[config.mk]
export PLATFORM = sky130hd
export DESIGN_NAME = memory_request_arbiter
export DESIGN_NICKNAME = d
export VERILOG_FILES = /design/src/rtl/memory_request_arbiter.sv
export SDC_FILE = /design/constraint.sdc
export NUM_CORES = 1
export LEC_CHECK = 0
export CAP_MARGIN = 0
export CORE_UTILIZATION = 23
export DETAILED_ROUTE_END_ITERATION = 8
export SYNTH_ARGS = -nofsm -noshare
export SYNTH_HDL_FRONTEND = slang
export SYNTH_SLANG_ARGS = --single-unit
[constraint.sdc]
create_clock -name clk -period 3.49 [get_ports clk]
set_input_delay 0.698 -clock clk [delete_from_list [all_inputs] [get_ports clk]]
set_output_delay 0.698 -clock clk [all_outputs]
set_load 0.02 [all_outputs]
[src/rtl/memory_request_arbiter.sv]
// memory_request_arbiter
//   N-to-1 arbiter for the memory request/fulfil protocol. NUM_REQ requester
//   channels share one server channel. Round-robin (ARB_MODE=0) or fixed
//   priority with index 0 highest (ARB_MODE=1). The winning request is
//   registered toward the server and the response is routed back only to the
//   granted requester. One transaction is outstanding at a time.
//
//   Operation encoding (OP_W bits):   0 = load, 1 = store
//   Size encoding     (SIZE_W bits):  0 = byte, 1 = half, 2 = word
//   The arbiter passes both fields through unchanged.
//
// Ports
//   clk, reset                  clock; synchronous active-high reset
//   i_req_address[NUM_REQ]      per-requester address
//   i_req_operation[NUM_REQ]    per-requester operation
//   i_req_size[NUM_REQ]         per-requester access size
//   i_req_store_word[NUM_REQ]   per-requester store data
//   i_req_valid[NUM_REQ]        per-requester request valid
//   o_req_loaded_word[NUM_REQ]  per-requester load data (live during fulfil)
//   o_req_fulfilled[NUM_REQ]    per-requester completion pulse (same cycle as server)
//   o_srv_*                     registered request to the server
//   o_srv_valid                 request valid to the server
//   i_srv_loaded_word           server load data
//   i_srv_fulfilled             server completion pulse
//   o_grant_id                  index of current/last granted requester
//   o_busy                      transaction outstanding
module memory_request_arbiter #(
  parameter int unsigned XLEN     = 32,
  parameter int unsigned NUM_REQ  = 4,
  parameter int unsigned ARB_MODE = 0,
  parameter int unsigned OP_W     = 1,
  parameter int unsigned SIZE_W   = 2,
  localparam int unsigned GW      = $clog2(NUM_REQ)
) (
  input  logic                clk,
  input  logic                reset,
  input  logic [XLEN-1:0]     i_req_address     [NUM_REQ],
  input  logic [OP_W-1:0]     i_req_operation   [NUM_REQ],
  input  logic [SIZE_W-1:0]   i_req_size        [NUM_REQ],
  input  logic [XLEN-1:0]     i_req_store_word  [NUM_REQ],
  input  logic [NUM_REQ-1:0]  i_req_valid,
  output logic [XLEN-1:0]     o_req_loaded_word [NUM_REQ],
  output logic [NUM_REQ-1:0]  o_req_fulfilled,
  output logic [XLEN-1:0]     o_srv_address,
  output logic [OP_W-1:0]     o_srv_operation,
  output logic [SIZE_W-1:0]   o_srv_size,
  output logic [XLEN-1:0]     o_srv_store_word,
  output logic                o_srv_valid,
  input  logic [XLEN-1:0]     i_srv_loaded_word,
  input  logic                i_srv_fulfilled,
  output logic [GW-1:0]       o_grant_id,
  output logic                o_busy
);

  typedef enum logic [0:0] {
    ST_IDLE = 1'b0,
    ST_BUSY = 1'b1
  } state_e;

  localparam logic [GW-1:0] LAST_IDX = GW'(NUM_REQ - 1);

  state_e          r_state;
  state_e          w_next_state;
  logic            w_capture;
  logic            w_complete;
  logic [GW-1:0]   w_win;
  logic [GW-1:0]   w_start;
  logic [GW-1:0]   r_grant;
  logic [GW-1:0]   r_rr_ptr;
  logic [XLEN-1:0] r_srv_address;
  logic [OP_W-1:0] r_srv_operation;
  logic [SIZE_W-1:0] r_srv_size;
  logic [XLEN-1:0] r_srv_store_word;
  logic [XLEN-1:0] r_loaded [NUM_REQ];

  // First valid index found searching upward from start, wrapping at NUM_REQ-1.
  function automatic logic [GW-1:0] pick_winner(input logic [NUM_REQ-1:0] valid,
                                                input logic [GW-1:0]      start);
    logic [GW-1:0] res;
    logic [GW-1:0] cand;
    logic          found;
    res   = '0;
    found = 1'b0;
    for (int unsigned k = 0; k < NUM_REQ; k++) begin
      cand = GW'((32'(start) + k) % NUM_REQ);
      if (!found && valid[cand]) begin
        res   = cand;
        found = 1'b1;
      end
    end
    return res;
  endfunction

  // Fixed priority is a round-robin search that always starts at index 0.
  assign w_start = (ARB_MODE == 1) ? '0 : r_rr_ptr;
  assign w_win   = pick_winner(i_req_valid, w_start);

  // Next-state logic.
  always_comb begin
    w_next_state = r_state;
    w_capture    = 1'b0;
    w_complete   = 1'b0;
    case (r_state)
      ST_IDLE: begin
        if (|i_req_valid) begin
          w_capture    = 1'b1;
          w_next_state = ST_BUSY;
        end
      end
      ST_BUSY: begin
        if (i_srv_fulfilled) begin
          w_complete   = 1'b1;
          w_next_state = ST_IDLE;
        end
      end
      default: w_next_state = ST_IDLE;
    endcase
  end

  // State register.
  always_ff @(posedge clk) begin
    if (reset) r_state <= ST_IDLE;
    else       r_state <= w_next_state;
  end

  // Request capture, grant tracking and per-requester load data retention.
  always_ff @(posedge clk) begin
    if (reset) begin
      r_grant          <= '0;
      r_rr_ptr         <= '0;
      r_srv_address    <= '0;
      r_srv_operation  <= '0;
      r_srv_size       <= '0;
      r_srv_store_word <= '0;
      for (int unsigned i = 0; i < NUM_REQ; i++) r_loaded[i] <= '0;
    end else begin
      if (w_capture) begin
        r_grant          <= w_win;
        r_rr_ptr         <= (w_win == LAST_IDX) ? '0 : w_win + GW'(1);
        r_srv_address    <= i_req_address[w_win];
        r_srv_operation  <= i_req_operation[w_win];
        r_srv_size       <= i_req_size[w_win];
        r_srv_store_word <= i_req_store_word[w_win];
      end
      if (w_complete) r_loaded[r_grant] <= i_srv_loaded_word;
    end
  end

  // Response path: forward server data to the granted requester in the fulfil cycle.
  always_comb begin
    o_req_fulfilled = '0;
    for (int unsigned i = 0; i < NUM_REQ; i++) o_req_loaded_word[i] = r_loaded[i];
    if (w_complete) begin
      o_req_fulfilled[r_grant]   = 1'b1;
      o_req_loaded_word[r_grant] = i_srv_loaded_word;
    end
  end

  assign o_srv_valid      = (r_state == ST_BUSY);
  assign o_busy           = (r_state == ST_BUSY);
  assign o_grant_id       = r_grant;
  assign o_srv_address    = r_srv_address;
  assign o_srv_operation  = r_srv_operation;
  assign o_srv_size       = r_srv_size;
  assign o_srv_store_word = r_srv_store_word;

endmodule
==> summary.txt, run 1 <==
Run status
  • Status: finished, violations left
  • Failing checks: setup timing

Synth
  • Syn Area/Cell: 8.86 um2
  • Synth area leader: edfxtp_1
  • Asr flop ratio synth: 0%
  • Main area contributors after synthesis: edfxtp_1, nand2_1, dfxtp_1
  • Yosys reg bits: 200
  • Yosys top cell area share: 35.3%
  • Post-synth EDFFs: 128
  • Register area share after synthesis: 48.6%
  • Top-count cell post-synth: nand2_1
  • Synth Warn #: 0
  • Yosys cell types: 37
  • Synth top cells by count: nand2_1, edfxtp_1, nor2_1
  • Net Count, Synth: 1535
  • Mapped Area: 0.0109 mm2
  • Post-Syn Instances: 1228
  • Post-synth top flop: edfxtp_1

Global route
  • Grt total ovfl: 0
  • Initial antenna violation count: 6
  • Gr usage total: 18.3%
  • Global-route wire length before repair: 65.3 mm
  • Number of global-route vias before repair: 10600
  • Largest net degree at the start of global routing: 68

Layout
  • Final net count: 2018
  • Fraction of layout cells with a size suffix above 1: 10.3%
  • Filler cell count: 4666
  • Multi-input gate area: 0.00512 mm2
  • Layout area overhead: 62.2%
  • FF/Latch Area: 0.00529 mm2

Floorplan
  • Row count: 79
  • DIE WIDTH: 219 um
  • Die area: 0.0482 mm2
  • Area of the core: 0.0466 mm2
  • Height of the die: 219 um
  • IO Count: 510
  • Initial Util: 23.4%

Clock network
  • CTS tree: built
  • CTS clk-pin slew, worst paths: 70 ps
  • Clk_lat worst skew: 470 ps
  • CTS sink count: 200
  • H-tree depth: 4
  • Clock Tree Buf Depth: 2
  • Root Buffer Master: clkbuf_16
  • Cts hold-fix bufs: 0
  • Total CTS buffers: 17
  • Post CTS Setup Buffer Count: 0

Timing
  • Min Tclk post-route: 3530 ps
  • Max-slew violations: 0
  • RSZ-0062 raised after global routing: yes
  • Final Setup Violations: 1
  • Final period utilization: 101%
  • FMAX: 284 MHz
  • Clock skew: 9.93 ps
  • Worst Tran Pin Value: 592 ps
  • Hold Fails Final Rpt: 0
  • Final setup margin: -36.4 ps
  • Relative slew slack: 60.2%
  • Setup_tns: -36.4 ps

Drt
  • Wire per inst: 19.4 um
  • Final WL: 45.2 mm
  • Remaining DRCs: 0
  • Post-route antenna net violation count: 0
  • First DRT Iteration DRCs: 636
  • Vias per inst: 4.62
  • DRT Pass-1 Iters: 5
  • DR vias: 10800

Worst setup path
  • Cell chain of the critical path: clkdlybuf4s50_1, nand2_1, or3_2, buf_4, nand2_1, nand2_1, clkdlybuf4s50_1
  • CP max stage delay: 530 ps
  • Required time of the critical path: 2790 ps
  • Worst-path fanout max: 36
  • Critical path class: input pin to output pin
  • Flop-to-flop setup slack: 1200 ps
  • Crit end category: output pin
  • Critical path buffers and inverters: 3
  • Crit start category: input pin
  • Most common cell on crit path: nand2_1
  • Worst r2r src: o_busy$_SDFF_PP0_
  • Crit path max-delay family: buffers and inverters
  • Critical Path AT: 2830 ps
  • CP max-delay cell: clkdlybuf4s50_1
  • Worst-case reg-to-reg path depth: 6
  • RR Endpoint: r_loaded[0][6]$_SDFFCE_PN0P_

Pwr
  • Power Dens Cells: 395 mW/mm2
  • Maximum resistive drop on vdd: 0.234 mV
  • Tot Pwr: 6.97 mW
  • Leak: 8.10 nW

Placement
  • Routability cong.: 0.873
  • Post-place setup slack: -42.6 ps
  • DP HPWL: 34.2 mm
  • Buffers on Ports: 509

Hold path
  • Hold Path End: o_srv_store_word[20]$_SDFFE_PP0P_
  • Hold Path Cell Cnt: 2
  • Hold Path Class: flip-flop to flip-flop
  • Min-Delay Startpoint: o_srv_store_word[20]$_SDFFE_PP0P_

Run
  • Max Cap Viol: 0
-- routing by layer --
layer | routed length, um | vias up | GRT usage, %
met4 | 2390 | 10 | 11.1
li1 | - | 5159 | -
met5 | 64 | - | 0
met3 | 3800 | 76 | 4.83
met2 | 21600 | 503 | 30.7
met1 | 17300 | 5021 | 20.7
-- state kept, by name, summed over array words and instances (netlist names) --
name,count
o_busy,1
o_grant_id,2
o_srv_address,32
o_srv_operation,1
o_srv_size,2
o_srv_store_word,32
r_loaded,128
r_rr_ptr,2
-- area by class of cell --
cell class,count,share of cell area (%)
flip-flops and latches,200,29.9
repair buffers,560,32.7
multi-input cells,895,29.0
clock buffers,17,2.41
clock inverters,15,0.801
well taps,607,4.30
inverters,37,0.787
diodes,1,0.0142
-- through the flow --
step	util [%]	hold WS [ps]	cell area, um2	instances
6_report	37.9	474	17600	2332
5_1_grt	37.9	494	17600	2332
4_1_cts	37.6	478	17500	2331
3_5_place_dp	36.4	459	16900	2299
3_3_place_gp	36.4	453	16900	2299
2_1_floorplan	-	491	10900	1228
-- report_power, final --
part | internal (mW) | leakage, nW | total, mW | switching [mW]
registers | 2.71 | 1.93 | 2.81 | 0.0952
clock network | 0.999 | 0.272 | 1.99 | 0.988
logic | 1.03 | 5.90 | 2.17 | 1.14
-- cells by family after synthesis --
kind of cell,Yosys count,share of synthesized area (%)
and+or+nand+nor,584,21.9
AOI/OAI and AO/OA,209,14.7
buffers and inverters,133,5.03
muxes,101,9.66
DFF,200,48.6
xor gates and xnor gates,1,0.0805
-- worst reg2reg max path: stages (launching register included) --
cell	delay, ps
dfxtp_1	540
nand2_1	120
or3_2	450
buf_4	280
buf_4	250
nand2b_2	90
buf_12	220
-- worst max path at each step --
stage	start	endpoint	slack, ps	cells after the start
2_1_floorplan	i_srv_fulfilled	o_req_fulfilled[1]	770	7
5_1_grt	i_srv_fulfilled	o_req_loaded_word[122]	-140	7
3_5_place_dp	i_srv_fulfilled	o_req_loaded_word[110]	-40	8
6_report	i_srv_fulfilled	o_req_loaded_word[122]	-40	7
3_3_place_gp	i_srv_fulfilled	o_req_loaded_word[116]	-30	7
4_1_cts	i_srv_fulfilled	o_req_loaded_word[106]	-20	7
-- placed cells by master, fill, tap and decap left out, drive strengths merged, types with 2 or more instances in the layout --
cell	netlist	layout
dlymetal6s2s	0	64
nor4	2	2
o211ai	67	67
clkbuf	67	17
nand2b	4	4
nand2	391	391
and3	27	27
nor2	106	106
nor2b	4	4
inv	37	42
edfxtp	128	128
dfxtp	72	72
clkdlybuf4s50	0	413
a211o	2	2
or4	2	2
o21ai	68	68
mux2	32	32
mux2i	69	69
clkinvlp	0	3
a21o	40	40
clkinv	0	6
dlygate4sd2	0	27
nand3	41	41
a21boi	27	27
buf	29	56
a211oi	4	4
-- what timing repair did --
action	CTS	global route
gates resized for setup	28	64
endpoints found under the setup margin	52	65
pin swaps	0	0
Power figures use the tool's default switching activity.
==> run 2, diff against run 1 <==
SKIP_CTS_REPAIR_TIMING = 1   (was default)
==> summary.txt, run 2 (same netlist as run 1, synthesis figures left out) <==
Worst setup path
  • Most common cell on crit path: nand2_1
  • Worst Setup SP: i_srv_fulfilled
  • Worst-path fanout max: 36
  • Critical path buffers and inverters: 3
  • Worst r2r src: o_busy$_SDFF_PP0_
  • Cell chain of the critical path: clkdlybuf4s50_1, nand2_1, or3_2, buf_4, nand2_1, nand2_1, clkdlybuf4s50_1
  • CP max stage delay: 530 ps
  • Crit path max-delay family: buffers and inverters
  • Critical Path AT: 2840 ps
  • Required time of the critical path: 2790 ps
  • Critical path class: input pin to output pin
  • CP max-delay cell: clkdlybuf4s50_1
  • Crit start category: input pin
  • Crit end category: output pin

Global route
  • Initial antenna violation count: 6
  • Number of global-route vias before repair: 10500
  • Largest net degree at the start of global routing: 68
  • Gr usage total: 18.3%
  • Global-route wire length before repair: 65.3 mm
  • Grt total ovfl: 0

Hold path
  • Hold Path Class: flip-flop to flip-flop
  • Min-Delay Startpoint: o_srv_store_word[20]$_SDFFE_PP0P_

Drt
  • DRT Pass-1 Iters: 5
  • WL met1: 17.5 mm
  • First DRT Iteration DRCs: 655
  • Met2 wire len: 21.7 mm
  • Final WL: 45.4 mm
  • Post-route antenna net violation count: 0
  • Uppermost layer routed: met5
  • Met3 routed WL: 3.74 mm
  • Remaining DRCs: 0
  • DR vias: 10800
  • Wire per inst: 19.5 um
  • Vias per inst: 4.65

Floorplan
  • Height of the die: 219 um
  • IO Count: 510
  • Area of the core: 0.0466 mm2
  • DIE WIDTH: 219 um
  • Die area: 0.0482 mm2
  • Row count: 79
  • Initial Util: 23.4%

Timing
  • Worst Tran Pin Value: 589 ps
  • Final period utilization: 101%
  • Setup_tns: -84.7 ps
  • FMAX: 283 MHz
  • Min Tclk post-route: 3540 ps
  • Final setup margin: -45.3 ps
  • Relative slew slack: 60.4%
  • Max-slew violations: 0
  • Hold Fails Final Rpt: 0
  • Clock skew: 9.87 ps
  • RSZ-0062 raised after global routing: yes
  • Final Setup Violations: 2

Clock network
  • Clk_lat worst skew: 470 ps
  • Total CTS buffers: 17
  • CTS sink count: 200
  • Clock Tree Buf Depth: 2
  • H-tree depth: 4
  • Root Buffer Master: clkbuf_16
  • CTS clk-pin slew, worst paths: 70 ps
  • CTS tree: built

Pwr
  • Leak: 8.35 nW
  • Maximum resistive drop on vdd: 0.233 mV
  • Tot Pwr: 6.99 mW
  • Power Dens Cells: 394 mW/mm2

Layout
  • Commonest cells after routing, fill and taps aside: clkdlybuf4s50_1, nand2_1, edfxtp_1, nor2_1, dlymetal6s2s_1
  • Layout Utilization: 38.1%
  • Final net count: 2018
  • Fraction of layout cells with a size suffix above 1: 10.3%
  • Commonest non-fill, non-tap cell in the layout: clkdlybuf4s50_1
  • Layout area overhead: 63.1%
  • Register bank with the most flops: r_loaded
  • Post-route design area: 0.0177 mm2
  • Max reg flops: 128

Placement
  • DP HPWL: 34.2 mm
  • Post-place setup slack: -42.6 ps
  • Placed standard-cell area: 0.0169 mm2
  • Buffers on Ports: 509
  • Routability cong.: 0.873

Run status
  • Failing checks: setup timing
  • Status: finished, violations left

Run
  • Max Cap Viol: 0
run 2: final cells by class:
class / count / area [um2]
Fill cell: 4672 / 28800
Clock buffer: 17 / 425
Timing Repair Buffer: 560 / 5870
Clock inverter: 15 / 141
Multi-Input combinational cell: 895 / 5120
Inverter: 37 / 139
Antenna cell: 1 / 2.50
Sequential cell: 200 / 5290
Tap cell: 607 / 759
run 2: report_power, final:
group	switching, mW	internal [mW]
Sequential	0.0953	2.71
Clock	0.992	0.999
Combinational	1.14	1.05
Total	2.23	4.76
run 2: worst reg2reg max path, delay by kind of cell (launching register included):
| family | cells | cell delay [ps] |
|---|---|---|
| buffers and inverters | 3 | 740 |
| DFF | 1 | 540 |
| and+or+nand+nor | 3 | 660 |
run 2: path summary, 6_finish.rpt:
check / slack, ps / end / cells after the start
min: 470 / o_srv_store_word[20]$_SDFFE_PP0P_ / 2
max: -50 / o_req_loaded_word[96] / 7
min reg2reg: 470 / o_srv_store_word[20]$_SDFFE_PP0P_ / 2
max reg2reg: 1200 / r_loaded[0][6]$_SDFFCE_PN0P_ / 6
run 2: per-stage QoR:
step / hold WS (ps) / cells
finish: 474 / 2332
CTS: 478 / 2331
detailed placement: 459 / 2299
global placement: 453 / 2299
floorplan: 491 / 1228
global route: 494 / 2332
run 2: per-layer routing:
metal / track usage (%) / up-vias
met1: 20.8 / 5095
met3: 4.83 / 74
met2: 30.6 / 496
met5: 0 / -
met4: 11.1 / 10
li1: - / 5159
==> run 3, diff against run 2 <==
GPL_ROUTABILITY_DRIVEN = 0   (was default)
==> results of run 3 <==
Final layout, timing and power as in run 2 (identical DEF).
